`src/rtl/instr_fetch_reg_pkg.sv`:
```
// Shared constants for the 8-bit RISC fetch path: field widths, the opcode set
// and the fetch FSM state encoding.
package instr_fetch_reg_pkg;

  localparam int unsigned DATA_W_DEF = 8;
  localparam int unsigned OPC_W_DEF  = 3;
  localparam int unsigned ADDR_W_DEF = 13;

  typedef enum logic [2:0] {
    OP_HLT = 3'b000,
    OP_SKZ = 3'b001,
    OP_ADD = 3'b010,
    OP_AND = 3'b011,
    OP_XOR = 3'b100,
    OP_LDA = 3'b101,
    OP_STO = 3'b110,
    OP_JMP = 3'b111
  } opcode_e;

  typedef enum logic [1:0] {
    ST_HI   = 2'b00,
    ST_LO   = 2'b01,
    ST_FULL = 2'b10
  } fetch_state_e;

endpackage

```
`src/rtl/instr_fetch_reg.sv`:
```
// Instruction fetch register: assembles two ROM bytes (high first) into one
// instruction, advances the PC per accepted byte and holds the word for the controller.
module instr_fetch_reg
  import instr_fetch_reg_pkg::*;
#(
  parameter int unsigned       DATA_W  = DATA_W_DEF,
  parameter int unsigned       OPC_W   = OPC_W_DEF,
  parameter int unsigned       ADDR_W  = ADDR_W_DEF,
  parameter logic [OPC_W-1:0]  HLT_OPC = 3'b000
) (
  input  logic              clk,
  input  logic              rst,
  input  logic              ena,
  input  logic              flush,
  input  logic [DATA_W-1:0] rom_data,
  input  logic              rom_valid,
  output logic              rom_ready,
  output logic              pc_inc,
  output logic              instr_valid,
  input  logic              instr_ready,
  output logic [OPC_W-1:0]  opcode,
  output logic [ADDR_W-1:0] ir_addr,
  output logic              halted
);

  localparam int unsigned IR_W = 2 * DATA_W;

  fetch_state_e      state_q, state_d;
  logic [IR_W-1:0]   ir_q, ir_d;
  logic              valid_q, valid_d;
  logic              halted_q, halted_d;
  logic              accept_s;

  // Byte handshake; reset also blocks acceptance so the PC never moves while reset is applied.
  always_comb begin
    rom_ready = ena & ~flush & ~halted_q & ~rst &
                ((state_q == ST_HI) | (state_q == ST_LO));
    accept_s  = rom_valid & rom_ready;
    pc_inc    = accept_s;
  end

  // Next-state logic for the fetch FSM, instruction register, valid and halt flags.
  always_comb begin
    state_d  = state_q;
    ir_d     = ir_q;
    valid_d  = valid_q;
    halted_d = halted_q;
    if (flush) begin
      // A jump reloaded the PC: drop the partial/held word but leave ir contents as-is.
      state_d = ST_HI;
      valid_d = 1'b0;
    end else begin
      case (state_q)
        ST_HI: begin
          if (accept_s) begin
            ir_d[IR_W-1:DATA_W] = rom_data;
            state_d             = ST_LO;
          end else begin
            state_d = ST_HI;
          end
        end
        ST_LO: begin
          if (accept_s) begin
            ir_d[DATA_W-1:0] = rom_data;
            valid_d          = 1'b1;
            state_d          = ST_FULL;
          end else begin
            state_d = ST_LO;
          end
        end
        ST_FULL: begin
          if (instr_ready) begin
            valid_d = 1'b0;
            state_d = ST_HI;
            if (ir_q[IR_W-1 -: OPC_W] == HLT_OPC) begin
              halted_d = 1'b1;
            end else begin
              halted_d = halted_q;
            end
          end else begin
            state_d = ST_FULL;
          end
        end
        default: begin
          state_d = ST_HI;
          valid_d = 1'b0;
        end
      endcase
    end
  end

  // State and data registers with synchronous active-high reset.
  always_ff @(posedge clk) begin
    if (rst) begin
      state_q  <= ST_HI;
      ir_q     <= {IR_W{1'b0}};
      valid_q  <= 1'b0;
      halted_q <= 1'b0;
    end else begin
      state_q  <= state_d;
      ir_q     <= ir_d;
      valid_q  <= valid_d;
      halted_q <= halted_d;
    end
  end

  assign instr_valid = valid_q;
  assign opcode      = ir_q[IR_W-1 -: OPC_W];
  assign ir_addr     = ir_q[ADDR_W-1:0];
  assign halted      = halted_q;

endmodule

```
`config.mk`:
```
export PLATFORM = sky130hd
export DESIGN_NAME = instr_fetch_reg
export DESIGN_NICKNAME = d
export VERILOG_FILES = /design/src/rtl/instr_fetch_reg_pkg.sv /design/src/rtl/instr_fetch_reg.sv
export SDC_FILE = /design/constraint.sdc
export NUM_CORES = 1
export LEC_CHECK = 0
export CORE_MARGIN = 2
export CORE_UTILIZATION = 44
export CTS_CLUSTER_SIZE = 14
export DETAILED_ROUTE_END_ITERATION = 8
export PLACE_DENSITY = 0.88
export RECOVER_POWER = 100
export SLEW_MARGIN = 5
export SYNTH_ARGS = -nofsm -noshare
export SYNTH_HDL_FRONTEND = slang
export SYNTH_SLANG_ARGS = --single-unit
```
`constraint.sdc`:
```
create_clock -name clk -period 3.9 [get_ports clk]
set_input_delay 0.39 -clock clk [delete_from_list [all_inputs] [get_ports clk]]
set_output_delay 0.39 -clock clk [all_outputs]
set_load 0.05 [all_outputs]
```
---- Word level (Yosys, flattened, before mapping) ----
Index checks and enable logic that the tools add are counted.
cells by class
  bitwise operators ....................... 10
  muxes and demuxes ....................... 7
  eq/ne operators ......................... 4
  reduce and logical (&&, ||, !) cells .... 7
operator list
  operator              number
  $reduce_and A3 Y1     3
  $pmux W2 S3           1
  $and A1 B1 Y1         5
  $mux W2               2
  $ne A2 B2 Y1 const B  2
  $not A1 Y1            4
  $reduce_and A4 Y1     1
  $logic_not A3 Y1      1
  $mux W1               3
  $pmux W1 S3           1
  $eq A2 B1 Y1 const B  1
  $eq A2 B2 Y1 const B  1
  $logic_not A2 Y1      1
  $reduce_or A2 Y1      1
  $or A1 B1 Y1          1
word-level totals
  register bits ........................... 20
  output and inout bits ................... 20
  input port bits ......................... 14

---- Longest topological paths before layout ----
Gate-level depths: netlist of the first run.
  depth in word-level cells ............... 8
  depth in mapped cells ................... 5

---- Least setup slack after synthesis of the first run ----
No wires, ideal clock.
  path kind ............................... input to output
  start ................................... in rst
  end ..................................... out rom_ready
  data required time ...................... 3.510 ns
  stages .................................. 3
  path buffers ............................ 1
  data arrival time ....................... 2.506 ns
  setup slack ............................. 1.004 ns
  path through ............................ clkbuf_1 > or2_2 > nor4b_1
on the way
  cells in the longest elaborated chain, start to end .. 3
RTL lines
  element                      RTL line               RTL
  start, declared              instr_fetch_reg.sv:12  input logic rst,
  $not A1 Y1                   instr_fetch_reg.sv:36  rom_ready = ena & ~flush & ~halted_q & ~rst &
  $and A1 B1 Y1 (2 in series)  instr_fetch_reg.sv:36
  end, declared                instr_fetch_reg.sv:17  output logic rom_ready,
Every way passes these cells.

---- Worst setup path after layout of the first run ----
  start ................................... in rst
  end ..................................... out pc_inc
on the way
  cells in the longest elaborated chain, start to end .. 4
RTL lines
  element                      RTL line               RTL
  $not A1 Y1                   instr_fetch_reg.sv:36
  $and A1 B1 Y1 (2 in series)  instr_fetch_reg.sv:36
  $and A1 B1 Y1                instr_fetch_reg.sv:38  accept_s = rom_valid & rom_ready;
  end, declared                instr_fetch_reg.sv:18  output logic pc_inc,
Every way passes these cells.

==> out/qor.csv, run 1 <==
stage,metric,value,unit
run_status,status,completed,
detailed_routing,DR vias/cell,5.77,
place,DP Area,1160,um2
worst_setup_path,startpoint type of the worst setup path,input port,
synth,Cells after Synth,95,
floorplan,core area,1750,um2
worst_hold_path,Min-Delay Path Class,reg2reg,
clocking,clock sink count,20,
synth,Yosys top cell by area,dfxtp_1,
timing,setup TNS,0,ns
clocking,Post-CTS Setup Bufs,0,
synth,Post-synth EDFFs,0,
synth,syn_nets,109,
timing,RSZ-0062 raised after global routing,false,
layout,"commonest non-fill, non-tap cell in the layout",dlygate4sd3_1,
place,RePlAce Congestion,0.793,
detailed_routing,DRT iter0 DRCs,36,
power_and_ir_drop,leakage,0.498,nW
layout,area grow syn2layout,45.7,%
clocking,TritonCTS clock tree,built,
floorplan,Total Die Area,2250,um2
power_and_ir_drop,VDD IR max,0.000242,V
floorplan,Horiz. Die Dim,47.4,um
clocking,clock latency on the worst-skew pair,0.30,ns
global_routing,first-pass GRT wire length,3330,um
global_routing,initial antenna violation count,0,
worst_setup_path,"Req. time, crit path",3.51,ns
synth,Synth cell types,25,
timing,Worst-Margin Slew,0.981,ns
timing,Max Slew Vio Count,0,
clocking,CTS H-tree lvls,1,
layout,FF+latch area,400,um2
detailed_routing,routed length per placed instance,14.0,um
timing,crit path time final,3.21,ns
worst_setup_path,arrival time worst endpoint,2.82,ns
timing,crit share post-route,0.822,
worst_setup_path,critical setup path kind,in2out,
worst_setup_path,CP endpoint kind,output port,
floorplan,die height,47.4,um
clocking,CTS buffer count,3,
synth,ys async rst share,0,
detailed_routing,DR vias,866,
timing,relative max-transition margin,0.337,
clocking,clk root buf,clkbuf_4,
worst_setup_path,Worst path slowest cell,dlygate4sd3_1,
clocking,PostCTS Resize Cnt,0,
layout,share of cells above drive strength 1,0.0640,
synth,Synth top area share,0.483,
detailed_routing,DRC viols,0,
synth,Syn Area/Cell,8.73,um2
layout,multi-input logic area,360,um2
clocking,cts hold-fix bufs,0,
synth,"Seq/Total Area, Yosys",0.483,
synth,largest cells by area after synthesis,"dfxtp_1 (48%), o311ai_0 (8.4%), a21oi_1 (4.8%)",
clocking,Worst-path clk slew,0.10,ns
global_routing,pin count of the biggest net entering global routing,14,
global_routing,GRT Overall Usage,0.211,
worst_setup_path,"Max FO, Critical Path",12,
layout,most frequent cells in the layout,"dlygate4sd3_1 (22), dfxtp_1 (20), o21ai_0 (16)",
layout,ant diodes,0,
power_and_ir_drop,pwr dens,356,nW/um2
floorplan,Rows,15,
detailed_routing,Final ANT Viol Nets,0,
timing,Fmax,0.312,GHz
worst_setup_path,Crit path largest cell delay,0.89,ns
synth,Main synth FF type,dfxtp_1,
floorplan,# IOs,34,
synth,#FFs+latches synth,20,
place,Port Buffer Count,33,
floorplan,initial cell density of the core,0.475,
global_routing,vias in the first global route,743,
timing,# setup viols final,0,
job,maxcap violations,0,
detailed_routing,drt pass-1 iters,4,
timing,Final Hold Viols,0,
global_routing,GRT overflow,0,
place,dpl hpwl,1490,um
layout,Layout fillers,136,
worst_setup_path,CP most frequent cell,dlygate4sd3_1,
synth,Syn Std Cell Area,830,um2
worst_setup_path,crit-path cells,dlygate4sd3_1 > or4b_1 > nor2_1 > dlygate4sd3_1,
synth,Yosys warnings,0,
timing,clk_skew,0.00996,ns
detailed_routing,Routed WL,2100,um
layout,nets,140,
clocking,CTS max path bufs,2,
layout,"Design Area, Final",1210,um2
[synthesized netlist by cell type, drive strengths merged (5+ instances only)]
library cell and count:
clkbuf 5, dfxtp 20, nand3 6, inv 9, o311ai 8, o21ai 16
a21oi 8
[power breakdown]
part	switching (mW)	internal (mW)
Combinational	0.0317	0.0206
Clock	0.0628	0.104
Sequential	0.00302	0.208
Total	0.0975	0.332
[flip-flops by register name, summed over array words and instances, names as in the netlist]
register	cells
state_q	2
halted	1
instr_valid	1
ir_q	16
[path summary, 6_finish.rpt]
path | from | end | cells past startpoint | slack [ns]
max | rst | pc_inc | 4 | 0.69
min | instr_valid | instr_valid | 2 | 0.47
max reg2reg | state_q[0] | ir_q[0] | 3 | 1.76
min reg2reg | instr_valid | instr_valid | 2 | 0.47
[worst max-delay path, delay by kind of cell]
kind                   cells  cell delay (ns)
and+or+nand+nor            2             0.85
buffers and inverters      2             1.58
[logic make-up after synthesis]
| logic type | Yosys count | synth area share |
|---|---|---|
| AOI/OAI and AO/OA | 35 | 0.258 |
| buffers and inverters | 16 | 0.0754 |
| DFF | 20 | 0.483 |
| and+or+nand+nor | 24 | 0.184 |
[per-layer routing]
metal	wire length, um	GRT usage	up-vias
li1	-	-	409
met1	941	0.286	399
met2	962	0.327	52
met3	173	0.0491	6
met4	25	0.0833	0
met5	0	0	-
[cell type report]
cell class,instances,area share
Clock buffer,3,0.0186
Inverter,9,0.0280
Multi-Input combinational cell,59,0.298
Clock inverter,1,0.0248
Tap cell,25,0.0259
Timing Repair Buffer,33,0.273
Sequential cell,20,0.331
[through the flow]
stage	power [mW]	util	setup slack, ns	hold WS, ns	std cells
global route	0.442	0.692	0.596	0.496	150
finish	0.430	0.692	0.692	0.465	150
floorplan	0.244	-	1.00	0.528	95
detailed placement	0.269	0.666	0.829	0.458	146
CTS	0.432	0.696	0.816	0.473	150
global placement	0.268	0.666	0.850	0.462	146
Power figures use the tool's default switching activity.
==> run 2: changes to the inputs <==
--- a/config.mk
+++ b/config.mk
@@ -6,10 +6,10 @@
 export NUM_CORES = 1
 export LEC_CHECK = 0
 export CORE_MARGIN = 2
-export CORE_UTILIZATION = 44
+export CORE_UTILIZATION = 41
 export CTS_CLUSTER_SIZE = 14
 export DETAILED_ROUTE_END_ITERATION = 8
-export PLACE_DENSITY = 0.88
+export PLACE_DENSITY = 0.83
 export RECOVER_POWER = 100
 export SLEW_MARGIN = 5
 export SYNTH_ARGS = -nofsm -noshare
==> constraint.sdc (replaced) <==
create_clock -name clk -period 3 [get_ports clk]
set_input_delay 0.3 -clock clk [delete_from_list [all_inputs] [get_ports clk]]
set_output_delay 0.3 -clock clk [all_outputs]
set_load 0.05 [all_outputs]
==> run 2 against run 1 <==
Combinational power is 29% higher. First-iteration DRC count down 64%. Cell count increased by 1.3%. Count of clock-buffer cells in the layout grew 1. Highest routed layer unchanged. Register-to-register slack got worse by 0.91 ns. Critical path depth did not move. Total power rose by 17%. Critical endpoint is now rom_ready. Flip-flop and latch count did not move.
==> out/qor.csv, run 2 (synthesized netlist as in run 1, its figures left out) <==
stage,metric,value,unit,change
worst_setup_path,RR Startpoint,state_q[0],,unchanged
timing,RSZ-0062 raised after global routing,false,,unchanged
layout,"Core Util, Final",0.611,,was 0.692
detailed_routing,DRC viols,0,,unchanged
global_routing,GRT Overall Usage,0.177,,was 0.211
layout,Finished Layout Cells,152,,was 150
timing,clk_skew,0.00191,ns,was 0.00996 ns
detailed_routing,DR vias/cell,5.55,,was 5.77
place,Port Buffer Count,33,,unchanged
power_and_ir_drop,pwr dens,423,nW/um2,was 356 nW/um2
worst_setup_path,"Req. time, crit path",2.70,ns,was 3.51 ns
clocking,CTS H-tree lvls,1,,unchanged
power_and_ir_drop,Flop pwr share,0.546,,was 0.491
clocking,CTS buffer count,3,,unchanged
layout,max FFs per register,16,,unchanged
place,dpl hpwl,1630,um,was 1490 um
layout,Reg with most FFs,ir_q,,unchanged
layout,biggest regs,"ir_q x16, state_q x2",,unchanged
floorplan,initial cell density of the core,0.427,,was 0.475
worst_setup_path,arrival time worst endpoint,2.08,ns,was 2.82 ns
power_and_ir_drop,combinational share of power,0.134,,was 0.122
power_and_ir_drop,VDD IR max,0.000343,V,was 0.000242 V
timing,Final Hold Viols,0,,unchanged
run_status,status,completed,,unchanged
worst_setup_path,startpoint type of the worst setup path,input port,,unchanged
floorplan,Rows,16,,was 15
layout,share of cells above drive strength 1,0.0720,,was 0.0640
timing,crit share post-route,0.794,,
layout,most frequent cells in the layout,"dfxtp_1 (20), dlygate4sd3_1 (19), o21ai_0 (16)",,"was dlygate4sd3_1 (22), dfxtp_1 (20), o21ai_0 (16)"
layout,area grow syn2layout,43.0,%,was 45.7%
floorplan,# IOs,34,,unchanged
power_and_ir_drop,internal power,371,uW,was 332 uW
global_routing,pin count of the biggest net entering global routing,14,,unchanged
timing,crit path time final,2.38,ns,
place,DP Area,1160,um2,about the same
power_and_ir_drop,clock share of power,0.320,,was 0.388
clocking,clk root buf,clkbuf_4,,unchanged
clocking,PostCTS Resize Cnt,0,,unchanged
global_routing,vias in the first global route,766,,was 743
detailed_routing,Routed WL,2130,um,was 2100 um
floorplan,die height,49.0,um,was 47.4 um
worst_hold_path,critical hold path startpoint,instr_valid,,unchanged
worst_setup_path,Worst path slowest cell,dlygate4sd3_1,,unchanged
place,RePlAce Congestion,0.779,,was 0.793
job,maxcap violations,0,,unchanged
worst_setup_path,CP endpoint kind,output port,,unchanged
timing,Max Slew Vio Count,0,,unchanged
floorplan,Total Die Area,2400,um2,was 2250 um2
detailed_routing,DRT iter0 DRCs,13,,was 36
place,Placed Instances,148,,was 146
timing,Fmax,0.420,GHz,
clocking,Worst-path clk slew,0.11,ns,was 0.10 ns
layout,nets,140,,unchanged
timing,Worst-Margin Slew,1.03,ns,was 0.981 ns
layout,"commonest non-fill, non-tap cell in the layout",dfxtp_1,,was dlygate4sd3_1
floorplan,Horiz. Die Dim,49.0,um,was 47.4 um
worst_setup_path,critical setup path kind,in2out,,unchanged
power_and_ir_drop,switching part of the total power,0.260,,was 0.227
global_routing,first-pass GRT wire length,3280,um,was 3330 um
global_routing,GRT overflow,0,,unchanged
layout,"Design Area, Final",1190,um2,was 1210 um2
worst_setup_path,crit-path cells,dlygate4sd3_1 > or2_2 > nor4b_1 > clkbuf_1,,was dlygate4sd3_1 > or4b_1 > nor2_1 > dlygate4sd3_1
floorplan,core area,1940,um2,was 1750 um2
timing,relative max-transition margin,0.304,,was 0.337
timing,hold slack,0.475,ns,was 0.465 ns
clocking,cts hold-fix bufs,0,,unchanged
detailed_routing,drt pass-1 iters,4,,unchanged
clocking,clock sink count,20,,unchanged
place,pre-CTS setup slack,0.658,ns,was 0.829 ns
power_and_ir_drop,Pwr Total,501,uW,was 430 uW
worst_hold_path,Min-Delay Path Class,reg2reg,,unchanged
layout,ant diodes,0,,unchanged
detailed_routing,DR vias,843,,was 866
power_and_ir_drop,P_sw,130,uW,was 97.5 uW
clocking,TritonCTS clock tree,built,,unchanged
power_and_ir_drop,leakage,0.485,nW,was 0.498 nW
clocking,CTS max path bufs,2,,unchanged
clocking,Post-CTS Setup Bufs,0,,unchanged
timing,# setup viols final,0,,unchanged
worst_setup_path,"delay-heaviest family, CP",buffers and inverters,,unchanged
clocking,clock latency on the worst-skew pair,0.31,ns,was 0.30 ns
worst_setup_path,"Max FO, Critical Path",12,,unchanged
detailed_routing,Final ANT Viol Nets,0,,unchanged
global_routing,initial antenna violation count,0,,unchanged
worst_setup_path,Critical Path Start,rst,,unchanged
timing,setup TNS,0,ns,unchanged
detailed_routing,routed length per placed instance,14.0,um,about the same
worst_setup_path,WP buf/inv,2,,unchanged
worst_setup_path,Crit path largest cell delay,0.69,ns,was 0.89 ns
timing,Setup WS post-layout,0.619,ns,was 0.692 ns
==> run 2: cell count changes in the layout (fill, tap and decap cells not counted), sizes merged <==
cell           delta
dlygate4sd3       -3
clkdlybuf4s50     +1
buf               +1
bufinv            -1
clkbuf            +2
==> run 2: worst paths after layout <==
check | slack, ns | to | cells past startpoint
worst max-delay path | 0.62 | rom_ready | 4
worst min-delay path | 0.47 | instr_valid | 2
worst max register to register | 0.85 | ir_q[1] | 3
worst min register to register | 0.47 | instr_valid | 2
==> run 2: tightest hold or removal path, delay by kind of cell (launching register included) <==
kind | cells | cell delay [ns]
flops | 1 | 0.33
compound gates | 1 | 0.06
simple gates | 1 | 0.06
==> run 2: final cells by class <==
type	count	area, um2
clock buffer	4	36.3
fill	173	756
inverter	9	33.8
multi-input combinational	59	360
sequential	20	400
tap	27	33.8
timing repair buffer	33	322
==> run 2: routing by layer <==
metal | share of wire | global-route usage | vias to the layer above
li1 | - | - | 405
met1 | 0.43 | 0.195 | 395
met2 | 0.48 | 0.315 | 39
met3 | 0.076 | 0.0521 | 4
met4 | 0.021 | 0.0714 | 0
met5 | 0 | 0 | -
==> run 2: power groups by stage <==
stage	combinational, mW	clock (mW)	sequential, mW
6_report	0.0673	0.160	0.274
5_1_grt	0.0708	0.171	0.275
4_1_cts	0.0699	0.160	0.274
3_5_place_dp	0.0698	0	0.280
3_3_place_gp	0.0684	0	0.280
2_1_floorplan	0.0231	0	0.294
